## config.mk

```make
export PLATFORM = sky130hd
export DESIGN_NAME = spi_controller
export DESIGN_NICKNAME = d
export VERILOG_FILES = /design/src/rtl/spi_controller.sv
export SDC_FILE = /design/constraint.sdc
export NUM_CORES = 1
export LEC_CHECK = 0
export ABC_CLOCK_PERIOD_IN_PS = 3500
export CORE_UTILIZATION = 35
export CTS_CLUSTER_SIZE = 25
export DETAILED_ROUTE_END_ITERATION = 6
export PLACE_DENSITY_LB_ADDON = 0.12
export SYNTH_ARGS = -nofsm -noshare
export SYNTH_HDL_FRONTEND = slang
export SYNTH_SLANG_ARGS = --single-unit
```

## constraint.sdc

```tcl
create_clock -name clk -period 3.5 [get_ports clk]
set_input_delay 0.525 -clock clk [delete_from_list [all_inputs] [get_ports clk]]
set_output_delay 0.525 -clock clk [all_outputs]
set_load 0.01 [all_outputs]
```

## src/rtl/spi_controller.sv

```systemverilog
// SPI Mode 0 initiator: one 16-bit frame {rw, addr, wdata} per accepted start, CIPO captured on bits 7..0.
// Latency: nCS falls the cycle after start; done pulses CS_SETUP+31*CLK_DIV+CS_HOLD cycles later.
// Backpressure: start is only sampled while busy=0; commands arriving while busy are dropped.
module spi_controller #(
    parameter int CLK_DIV  = 8,
    parameter int CS_SETUP = 8,
    parameter int CS_HOLD  = 8,
    parameter int IDLE_GAP = 8
) (
    input  logic       clk,
    input  logic       rst,
    input  logic       start,
    input  logic       rw,
    input  logic [6:0] addr,
    input  logic [7:0] wdata,
    input  logic       cipo,
    output logic       busy,
    output logic       done,
    output logic [7:0] rdata,
    output logic       nCS,
    output logic       SCLK,
    output logic       COPI
);

    typedef enum logic [2:0] {IDLE, SETUP, SHIFT, HOLD, GAP} state_t;

    localparam logic [15:0] SETUP_LD = 16'(CS_SETUP - 1);
    localparam logic [15:0] DIV_LD   = 16'(CLK_DIV - 1);
    localparam logic [15:0] HOLD_LD  = 16'(CS_HOLD - 1);
    localparam logic [15:0] GAP_LD   = 16'(IDLE_GAP - 1);

    state_t      state;
    logic [15:0] timer;
    logic [3:0]  bit_cnt;
    logic [14:0] frame;
    logic [7:0]  cap;

    always_ff @(posedge clk) begin
        if (rst) begin
            state   <= IDLE;
            timer   <= '0;
            bit_cnt <= '0;
            frame   <= '0;
            cap     <= '0;
            nCS     <= 1'b1;
            SCLK    <= 1'b0;
            COPI    <= 1'b0;
            busy    <= 1'b0;
            done    <= 1'b0;
            rdata   <= '0;
        end else begin
            done <= 1'b0;
            case (state)
                IDLE: begin
                    if (start) begin
                        frame <= {addr, wdata};
                        COPI  <= rw;
                        nCS   <= 1'b0;
                        busy  <= 1'b1;
                        timer <= SETUP_LD;
                        state <= SETUP;
                    end
                end
                SETUP: begin
                    if (timer == '0) begin
                        SCLK    <= 1'b1;
                        timer   <= DIV_LD;
                        bit_cnt <= 4'd15;
                        state   <= SHIFT;
                    end else begin
                        timer <= timer - 16'd1;
                    end
                end
                SHIFT: begin
                    if (timer != '0) begin
                        timer <= timer - 16'd1;
                    end else if (SCLK) begin
                        // Falling edge: COPI moves only here so it is stable across the high phase.
                        SCLK <= 1'b0;
                        if (bit_cnt == 4'd0) begin
                            COPI  <= 1'b0;
                            timer <= HOLD_LD;
                            state <= HOLD;
                        end else begin
                            COPI    <= frame[14];
                            frame   <= {frame[13:0], 1'b0};
                            bit_cnt <= bit_cnt - 4'd1;
                            timer   <= DIV_LD;
                        end
                    end else begin
                        SCLK  <= 1'b1;
                        timer <= DIV_LD;
                        if (bit_cnt < 4'd8) begin
                            cap <= {cap[6:0], cipo};
                        end
                    end
                end
                HOLD: begin
                    if (timer == '0) begin
                        nCS   <= 1'b1;
                        done  <= 1'b1;
                        rdata <= cap;
                        timer <= GAP_LD;
                        state <= GAP;
                    end else begin
                        timer <= timer - 16'd1;
                    end
                end
                GAP: begin
                    if (timer == '0) begin
                        busy  <= 1'b0;
                        state <= IDLE;
                    end else begin
                        timer <= timer - 16'd1;
                    end
                end
                default: state <= IDLE;
            endcase
        end
    end

endmodule
```

* Word-level counts from Yosys, hierarchy flattened
Index checks and enable logic that the tools add are counted.
Cells by class: reductions and logical operators 21, magnitude comparators 1, bitwise gates (word level) 3, multiplexer cells 38, eq/ne operators 13, $add $sub $neg 2
Operator list (number):
- $mux 16 | 4
- $pmux 16 s4 | 1
- $mux 15 | 4
- $pmux 15 s2 | 1
- $mux 3 | 7
- $ne 2x2->1 const B | 9
- $logic_not 16->1 | 1
- $mux 4 | 4
- $reduce_bool 16->1 | 1
- $sub 16x1->16 const B | 1
- $pmux 3 s5 | 1
- $reduce_and 3->1 | 4
- $mux 1 | 11
- $reduce_and 5->1 | 2
- $pmux 1 s2 | 4
- $pmux 4 s2 | 1
- $reduce_and 4->1 | 2
- $reduce_bool 2->1 | 4
- $reduce_and 7->1 | 1
- $eq 3x2->1 const B | 2
- $logic_not 4->1 | 1
- $lt 4x4->1 const B | 1
- $reduce_bool 4->1 | 1
- $reduce_or 2->1 | 2
- other kinds (6) | 8
Storage, ports and cells: input port bits 20, word-level logic and storage cells 89, register bits 59

* Logic depth before layout (Yosys ltp)
Gate-level depths: netlist of run 1.
depth after elaboration 5, depth in mapped cells 9

* Worst setup path before layout of run 1
No wires, ideal clock.
kind reg2reg, start point reg timer[4], end point reg timer[15], stages on the path, launching flop included 7, slack 1588 ps, arrival time 1793 ps, period minus slack after synthesis 1912 ps, required time 3382 ps, path through dfxtp_1 -> or4_4 -> or3_1 -> buf_6 -> nor4b_4 -> xnor2_1 -> nor2_2
On the way: cells in the longest elaborated chain, start to end 3
RTL lines:
- start: declaration | line 33 | logic [15:0] timer;
- start signal: assignment | line 71 | timer <= timer - 16'd1;
- start signal: assignment | line 76 | timer <= timer - 16'd1;
- start signal: assignment | line 106 | timer <= timer - 16'd1;
- $sub 16x1->16, or another cell as far along
- $mux 16, or another cell as far along | line 110 | if (timer == '0) begin
- $pmux 16 s4 or $reduce_and 3->1 (tied branches)
Several ways; a longest one is shown, not always the timed one. The select of a mux whose other input is x is not followed. A chain may end at the register's enable or synchronous reset.

* Worst setup path in the final report of run 1
start point reg state[2], end point reg frame[1]
On the way: cells in the longest elaborated chain, start to end 3
RTL lines:
- start: declaration | line 32 | state_t state;
- start signal: assignment | line 40 | state <= IDLE;
- start signal: assignment | line 61 | state <= SETUP;
- start signal: assignment | line 69 | state <= SHIFT;
- $eq 3x2->1 or $logic_not 3->1 (tied branches) | line 53 | case (state)
- $ne 2x2->1 (no source line) or $reduce_bool 2->1 (tied branches)
- $reduce_and 5->1 (no source line)
- end signal: assignment | line 56 | frame <= {addr, wdata};
- end signal: assignment | line 86 | frame <= {frame[13:0], 1'b0};
- end: declaration | line 35 | logic [14:0] frame;
Several ways; a longest one is shown, not always the timed one.

==> results.yml, run 1 <==
final_layout:
  nets: 385
  syn2layout_area_growth_pct: 19.9
  stdcell_count: 469
  fin_util: 0.434
  num_antenna_cells: 0
  multi_input_area_um2: 1500
  final_area_um2: 3350
  fillers: 780
  register_area_um2: 1180
  drive_gt1_frac: 0.114
route:
  dr.first_iter.drc_count: 94
  totalWireLength_um: 6000
  drt-vias-per-instance: 5.17
  drc_errors: 0
  drt_pre_antenna_iters: 4
  antenna_left: 0
  routedWlPerCell_um: 12.8
  vias: 2424
flow_run:
  cap_violations: 0
clocking:
  cts-hold-fix-buffers: 0
  cts_buffers: 9
  post_cts_resized: 0
  clk_pin_slew_ps: 70
  cts.sinks: 59
  cts_tree: "built"
  clkLatencyLatePin_ps: 330
  clockBufferDepth: 2
  cts_max_level: 3
  cts_setup_buffers: 0
  root_buffer: "clkbuf_8"
die:
  dieWidth_um: 91.4
  io_pins: 33
  coreArea_um2: 7730
  die_height_um: 91.4
  die-area_um2: 8350
  initial_core_util: 0.362
  rows: 32
power:
  pwr_density_cell_nw_per_um2: 643
  leakage_nw: 1.24
  power_frac_comb: 0.347
  ir_drop_mv: 0.226
  switching_power_mw: 0.793
  p_sw_frac: 0.367
  power_frac_seq: 0.411
  intPower_mw: 1.36
  p_clk_frac: 0.242
synth:
  async_flop_share: 0
  synth_top_area_frac: 0.422
  synth_fp_nets: 359
  syn_area_um2: 2800
  synth.avg_cell_area_um2: 8.32
  yosys_warnings: 0
  synth-seq-area-share: 0.422
  ys_ff_latch: 59
  ys_types: 51
  synth_commonest_cells: "dfxtp_1 (59), nand2_1 (59), nor2_1 (47)"
  synth_enable_flop_cells: 0
  synth_flop_cell: "dfxtp_1"
  synth_top_cell_by_area: "dfxtp_1"
  yosys-top-cells-area: "dfxtp_1 (42%), nand2_1 (7.9%), nor2_1 (6.3%)"
  synthesis.instances: 336
placement:
  place_hpwl_um: 3900
  port_buffers: 32
  pre_cts_slack_ps: 1020
  place_inst: 453
  dpl_cell_area_um2: 3190
  gp_congestion: 0.732
hold_path:
  hp-class: "flip-flop to flip-flop"
sta:
  final_max_slew_viol_count: 0
  setup_ws_ps: 1120
  period_minus_slack_ps: 2380
  worst_slew_pin_slew_ps: 685
  timing.final.crit_share: 0.681
  max_clock_freq_mhz: 419
  setup_tns_ps: 0
  setup_viol: 0
  finClkSkew_ps: 7.66
  rsz0062_at_grt: "false"
  hold_viol_final: 0
  relSlewSlack: 0.543
worst_setup_path:
  arrival_ps: 2630
  worst-path-buf-inv: 1
  max_stage_delay_ps: 760
  end_kind: "flip-flop"
  crit_path_top_delay_cell: "dfxtp_1"
  crit_fanout: 29
  start_kind: "flip-flop"
  critPathKind: "flip-flop to flip-flop"
  crit_family: "flip-flops"
  critical_path_required_ps: 3740
  cp_cell_sequence: "or3b_1 > a21oi_1 > a211oi_2 > buf_4 > nor2_1 > a311oi_1"
run_status:
  status: "completed"
grt:
  grt_pass1_vias: 2182
  grt_start_max_net_pins: 48
  grt_pass1_wl_um: 10300
  grt.total_usage: 0.155
  antenna_found_initial: 0
  grt_overflow: 0
[final timing paths]
| check | depth (start not counted) | slack, ps | endpoint | start |
|---|---|---|---|---|
| worst min register to register | 2 | 450 | rdata[5]$_SDFFE_PP0P_ | rdata[5]$_SDFFE_PP0P_ |
| worst max-delay path | 6 | 1120 | frame[1]$_SDFFE_PP0P_ | state[2]$_SDFFE_PP0P_ |
| worst min-delay path | 2 | 450 | rdata[5]$_SDFFE_PP0P_ | rdata[5]$_SDFFE_PP0P_ |
| worst max register to register | 6 | 1120 | frame[1]$_SDFFE_PP0P_ | state[2]$_SDFFE_PP0P_ |
[stage by stage]
step | total power, mW | hold WS [ps]
after CTS | 2.18 | 454
after floorplan | 1.50 | 436
after detailed placement | 1.65 | 444
after global placement | 1.64 | 445
final | 2.16 | 451
after global routing | 2.31 | 482
[cells by family after synthesis]
group           Yosys count  synth area share
mux                       8            0.0286
compound gates           64             0.158
flops                    59             0.422
simple gates            161             0.295
buf+inv                  29            0.0447
fa+ha+maj                 3            0.0134
xor+xnor                 12            0.0376
[layer usage]
| layer | share of wire | up-vias | track usage |
|---|---|---|---|
| li1 | - | 1236 | - |
| met3 | 0.039 | 11 | 0.0302 |
| met2 | 0.45 | 50 | 0.240 |
| met5 | 0 | - | 0 |
| met4 | 0.021 | 0 | 0.0794 |
| met1 | 0.49 | 1127 | 0.204 |
[worst reg2reg max path, delay by kind of cell, from the launching register on]
kind,cells,cell delay [ps]
flops,1,760
simple gates,2,650
compound gates,3,580
buf+inv,1,300
[sequential cells by signal, summed over array words and instances (netlist names)]
name,flops
rdata,8
COPI,1
state,3
SCLK,1
cap,8
bit_cnt,4
nCS,1
done,1
timer,16
frame,15
busy,1
[power groups by stage]
stage | Combinational [mW] | Sequential, mW | Clock (mW)
after CTS | 0.758 | 0.887 | 0.537
after global routing | 0.841 | 0.905 | 0.564
final | 0.748 | 0.887 | 0.522
after global placement | 0.739 | 0.900 | 0
after detailed placement | 0.751 | 0.899 | 0
after floorplan | 0.628 | 0.868 | 0
[cell type report]
type	count	area share
multi-input cells	248	0.446
flip-flops and latches	59	0.352
repair buffers	38	0.109
clock buffers	11	0.0392
well taps	102	0.0381
clock inverters	5	0.00896
inverters	6	0.00672
[cells in the final DEF (no fill, tap or decap), types with 3 or more instances in the layout]
master and instances:
a21oi_1 25, nor4_1 3, clkbuf_8 9, nor2_2 5
nor4_2 4, nand2_1 59, nor2_1 47, and3_1 3
mux2i_1 8, clkdlybuf4s50_1 32, buf_4 6, nor3_1 9
clkinv_2 3, or3_1 4, ha_1 3, a311oi_1 15
xnor2_1 10, dfxtp_1 59, a211oi_1 8, inv_1 6
(Power assumes the default switching activity.)
==> run 2: changes to the inputs <==
--- a/config.mk
+++ b/config.mk
@@ -5,7 +5,7 @@
 export SDC_FILE = /design/constraint.sdc
 export NUM_CORES = 1
 export LEC_CHECK = 0
-export ABC_CLOCK_PERIOD_IN_PS = 3500
+export ABC_CLOCK_PERIOD_IN_PS = 2000
 export CORE_UTILIZATION = 35
 export CTS_CLUSTER_SIZE = 25
 export DETAILED_ROUTE_END_ITERATION = 6
==> constraint.sdc (replaced) <==
create_clock -name clk -period 2 [get_ports clk]
set_input_delay 0.3 -clock clk [delete_from_list [all_inputs] [get_ports clk]]
set_output_delay 0.3 -clock clk [all_outputs]
set_load 0.01 [all_outputs]
==> run 2 against run 1 <==
  * Utilization up 5.7 points
  * Sequential power up 71%
  * Non-clock buffer count up 36
  * Clock power up 140%
  * First-iteration DRC count down 16%
  * Die area unchanged
  * Critical endpoint is now timer[13]$_SDFFE_PP0P_
==> results.yml, run 2 (synthesis results as in run 1) <==
run_status:
  status: "completed"
final_layout:
  syn2layout_area_growth_pct: 35.5
  largest_reg_flops: 16
  final_cell_mix: "nand2_1 (59), dfxtp_1 (58), nor2_1 (47), buf_4 (38), clkdlybuf4s50_1 (32)"
  top_regs: "timer (16), frame (15)"
  drive_gt1_frac: 0.223
  fin_util: 0.490
  top_register: "timer"
  num_antenna_cells: 0
  layout_commonest_cell: "nand2_1"
  nets: 421
worst_setup_path:
  arrival_ps: 2180
  start_kind: "flip-flop"
  end_kind: "flip-flop"
  crit_fanout: 7
  critPathKind: "flip-flop to flip-flop"
  critical_path_required_ps: 2240
  rr_startpoint: "timer[4]$_SDFFE_PP0P_"
  crit_path_start: "timer[4]$_SDFFE_PP0P_"
die:
  die_height_um: 91.4
  io_pins: 33
  initial_core_util: 0.362
  die-area_um2: 8350
  dieWidth_um: 91.4
  coreArea_um2: 7730
  rows: 32
placement:
  pre_cts_slack_ps: -263
  gp_congestion: 0.782
  place_hpwl_um: 4270
  port_buffers: 32
clocking:
  cts_max_level: 3
  cts_buffers: 9
  clockBufferDepth: 2
  cts_tree: "built"
  clkLatencyLatePin_ps: 340
  root_buffer: "clkbuf_8"
  cts-hold-fix-buffers: 0
  clk_pin_slew_ps: 70
  cts.sinks: 59
sta:
  setup_ws_ps: 59.0
  timing.final.crit_share: 0.971
  relSlewSlack: 0.726
  finClkSkew_ps: 8.13
  period_minus_slack_ps: 1940
  setup_tns_ps: 0
  max_clock_freq_mhz: 515
  rsz0062_at_grt: "true"
  worst_slew_pin_slew_ps: 410
  hold_viol_final: 0
  final_max_slew_viol_count: 0
  setup_viol: 0
grt:
  grt_pass1_wl_um: 10800
  grt.total_usage: 0.161
  grt_overflow: 0
  antenna_found_initial: 0
  grt_start_max_net_pins: 48
  grt_pass1_vias: 2301
power:
  pwr_density_cell_nw_per_um2: 1190
  finalPower_mw: 4.52
  ir_drop_mv: 0.343
  leakage_nw: 1.47
hold_path:
  hold_start: "rdata[5]$_SDFFE_PP0P_"
  hp-class: "flip-flop to flip-flop"
route:
  totalWireLength_um: 6350
  antenna_left: 0
  drt-vias-per-instance: 5.01
  routedWlPerCell_um: 12.6
  drt_pre_antenna_iters: 5
  dr.first_iter.drc_count: 79
  drc_errors: 0
  vias: 2532
flow_run:
  cap_violations: 0
==> run 2: what timing repair did <==
item / in CTS / in global routing
gates cloned: 0 / 0
hold endpoints to repair: 0 / 0
setup buffers: 1 / 0
endpoints found under the setup margin: 21 / 50
pin swaps: 1 / 2
gates resized for setup: 1 / 14
==> run 2: power by group <==
group,internal [mW],switching (mW),total [mW]
registers,1.37,0.152,1.52
logic,0.893,0.854,1.75
clock network,0.768,0.482,1.25
total,3.03,1.49,4.52
==> run 2: area by class of cell <==
type / instances / area, µm²
fill: 759 / 3940
multi-input combinational: 248 / 1540
sequential: 59 / 1180
timing repair buffer: 74 / 686
clock buffer: 12 / 155
tap: 102 / 128
clock inverter: 4 / 72.6
inverter: 6 / 22.5
==> run 2: critical path, stage by stage, from the launching register on <==
cell and delay (ps):
dfxtp_1 330, or4_4 540, or3_4 420, nor4_2 330, xnor2_1 180, nor2_2 40
==> run 2: metal layers <==
layer / track usage / vias to the layer above / part of all wire
met4: 0.0556 / 0 / 0.011
li1: - / 1303 / -
met5: 0 / - / 0
met3: 0.0436 / 8 / 0.033
met2: 0.239 / 34 / 0.43
met1: 0.223 / 1187 / 0.52
==> run 2: worst paths after layout <==
kind | cells after the start | endpoint | slack [ps]
setup / recovery | 5 | timer[13]$_SDFFE_PP0P_ | 60
hold / removal | 2 | rdata[5]$_SDFFE_PP0P_ | 450
setup reg to reg | 5 | timer[13]$_SDFFE_PP0P_ | 60
hold reg to reg | 2 | rdata[5]$_SDFFE_PP0P_ | 450
==> run 2: through the flow <==
| stage | cells | hold WS, ps | area (µm²) |
|---|---|---|---|
| 2_1_floorplan | 336 | 436 | 2800 |
| 3_3_place_gp | 488 | 443 | 3500 |
| 3_5_place_dp | 488 | 445 | 3500 |
| 4_1_cts | 505 | 455 | 3740 |
| 5_1_grt | 505 | 474 | 3790 |
| 6_report | 505 | 448 | 3790 |
==> run 3: changes to the inputs <==
--- a/config.mk
+++ b/config.mk
@@ -9,6 +9,7 @@
 export CORE_UTILIZATION = 35
 export CTS_CLUSTER_SIZE = 25
 export DETAILED_ROUTE_END_ITERATION = 6
+export GPL_TIMING_DRIVEN = 0
 export PLACE_DENSITY_LB_ADDON = 0.12
 export SYNTH_ARGS = -nofsm -noshare
 export SYNTH_HDL_FRONTEND = slang
==> run 3 against run 2 <==
  * Routed wire length rose by 6.9%
  * Register-to-register slack got worse by 20 ps
  * Maximum frequency decreased by 1.0%
  * First-iteration DRC count is 27% higher
  * Via count fell by 0.91%
  * Sequential share of layout area increased by 0.42 points
  * Power decreased by 2.4%
  * Non-clock buffer count fell by 7
  * Cell count down 1.6%
  * Utilization decreased by 0.15 points
  * Clock skew up 2.0 ps
  * Critical path type unchanged
  * Largest power group unchanged
==> results.yml, run 3 (synthesis results as in run 1) <==
hold_path:
  min_delay_path_depth: 2
  hp-class: "flip-flop to flip-flop"
final_layout:
  top_register: "timer"
  largest_reg_flops: 16
  fillers: 744
  drive_gt1_frac: 0.218
  register_area_um2: 1190
  final_cell_mix: "nand2_1 (58), dfxtp_1 (54), nor2_1 (42), clkdlybuf4s50_1 (32), a21oi_1 (24)"
  layout_commonest_cell: "nand2_1"
  syn2layout_area_growth_pct: 35.1
  num_antenna_cells: 0
  nets: 414
  multi_input_area_um2: 1680
  top_regs: "timer (16), frame (15)"
grt:
  antenna_found_initial: 0
  grt.total_usage: 0.165
  grt_start_max_net_pins: 11
  grt_overflow: 0
  grt_pass1_wl_um: 10900
  grt_pass1_vias: 2297
die:
  dieWidth_um: 91.4
  initial_core_util: 0.362
  rows: 32
  coreArea_um2: 7730
  die-area_um2: 8350
  io_pins: 33
  die_height_um: 91.4
sta:
  rsz0062_at_grt: "true"
  finClkSkew_ps: 10.1
  setup_viol: 0
  fin_hold_ws_ps: 457
  period_minus_slack_ps: 1960
  final_max_slew_viol_count: 0
  worst_slew_pin_slew_ps: 546
  max_clock_freq_mhz: 510
  hold_viol_final: 0
  timing.final.crit_share: 0.981
  relSlewSlack: 0.636
worst_setup_path:
  rr_startpoint: "timer[5]$_SDFFE_PP0P_"
  end_kind: "flip-flop"
  max_stage_delay_ps: 530
  start_kind: "flip-flop"
  crit_family: "simple AND/OR/NAND/NOR gates"
  crit_path_start: "timer[5]$_SDFFE_PP0P_"
  crit_fanout: 7
  ff2ff_path_depth: 5
  crit_cells: 5
  cp-endpoint: "timer[13]$_SDFFE_PP0P_"
  r2r-end: "timer[13]$_SDFFE_PP0P_"
  arrival_ps: 2190
  critPathKind: "flip-flop to flip-flop"
  critical_path_required_ps: 2230
  crit_path_top_delay_cell: "or4_4"
  worst-path-buf-inv: 0
  cp_cell_sequence: "or4_4 > or3_4 > nor4_4 > xnor2_1 > nor2_2"
  regToRegSetupSlack_ps: 40
clocking:
  clockBufferDepth: 2
  clk_pin_slew_ps: 70
  cts-hold-fix-buffers: 0
  root_buffer: "clkbuf_8"
  cts_buffers: 9
  clkLatencyLatePin_ps: 340
  cts_tree: "built"
  cts.sinks: 59
  cts_max_level: 3
route:
  drt-vias-per-instance: 5.05
  drc_errors: 0
  vias: 2509
  routedWlPerCell_um: 13.6
  met1_length_um: 3430
  drt_pre_antenna_iters: 4
  route.met2.wl_um: 3070
  antenna_left: 0
  dr.first_iter.drc_count: 100
  highest_layer: "met4"
  wl_met3_um: 230
  totalWireLength_um: 6780
power:
  pwr_density_cell_nw_per_um2: 1170
  leakage_nw: 1.40
  finalPower_mw: 4.41
  ir_drop_mv: 0.543
placement:
  place_hpwl_um: 4400
  port_buffers: 32
  gp_congestion: 0.771
run_status:
  status: "completed"
flow_run:
  cap_violations: 0
==> run 3: cell types whose count changed in the layout (fill, tap and decap cells not counted), sizes merged <==
cell / change
clkinv: +1
buf: -21
bufinv: -1
clkbuf: +14
clkinvlp: -1
==> run 3: how the worst min path moves through the flow <==
stage	to	from	slack [ps]
after global placement	rdata[3]$_SDFFE_PP0P_	rdata[3]$_SDFFE_PP0P_	450
after floorplan	rdata[7]$_SDFFE_PP0P_	cap[7]$_SDFFE_PP0P_	440
after CTS	rdata[6]$_SDFFE_PP0P_	rdata[6]$_SDFFE_PP0P_	460
after global routing	rdata[5]$_SDFFE_PP0P_	rdata[5]$_SDFFE_PP0P_	480
final	rdata[6]$_SDFFE_PP0P_	rdata[6]$_SDFFE_PP0P_	460
after detailed placement	rdata[3]$_SDFFE_PP0P_	rdata[3]$_SDFFE_PP0P_	450
==> run 3: final cells by class <==
cell class	count	area share
Multi-Input combinational cell	248	0.443
Sequential cell	59	0.316
Clock inverter	3	0.0106
Tap cell	102	0.0338
Clock buffer	12	0.0358
Buffer	20	0.0318
Timing Repair Buffer	47	0.121
Inverter	6	0.00728
==> run 3: worst reg2reg max path, stage by stage (launching register included) <==
cell and delay, ps:
dfxtp_2 340, or4_4 530, or3_4 480, nor4_4 310, xnor2_1 160, nor2_2 40
==> run 3: timing repair <==
action,4_1_cts,5_1_grt
buffers inserted,2,11
cloned,0,2
gates resized for setup,13,58
pin swaps,2,17
setup endpoints to repair,57,52
==> run 3: stage by stage <==
stage,setup TNS [ps],util,instances,area (µm²),setup WS (ps)
6_report,0,0.489,497,3780,38.5
5_1_grt,-961,0.489,497,3780,-80.1
4_1_cts,-1130,0.451,486,3490,-89.5
3_5_place_dp,-22440,0.420,470,3240,-839
3_3_place_gp,-21180,0.420,470,3240,-793
2_1_floorplan,0,-,336,2800,88.5
==> run 3: power breakdown <==
group          switching, mW  internal, mW  leakage (nW)
clock network          0.454         0.566        0.0902
registers              0.187          1.38         0.483
logic                  0.949         0.877         0.830
total                   1.59          2.82          1.40
==> run 3: metal layers <==
layer	global-route usage	vias to the layer above
li1	-	1294
met1	0.226	1167
met2	0.251	42
met3	0.0477	6
met4	0.0516	0
met5	0	-
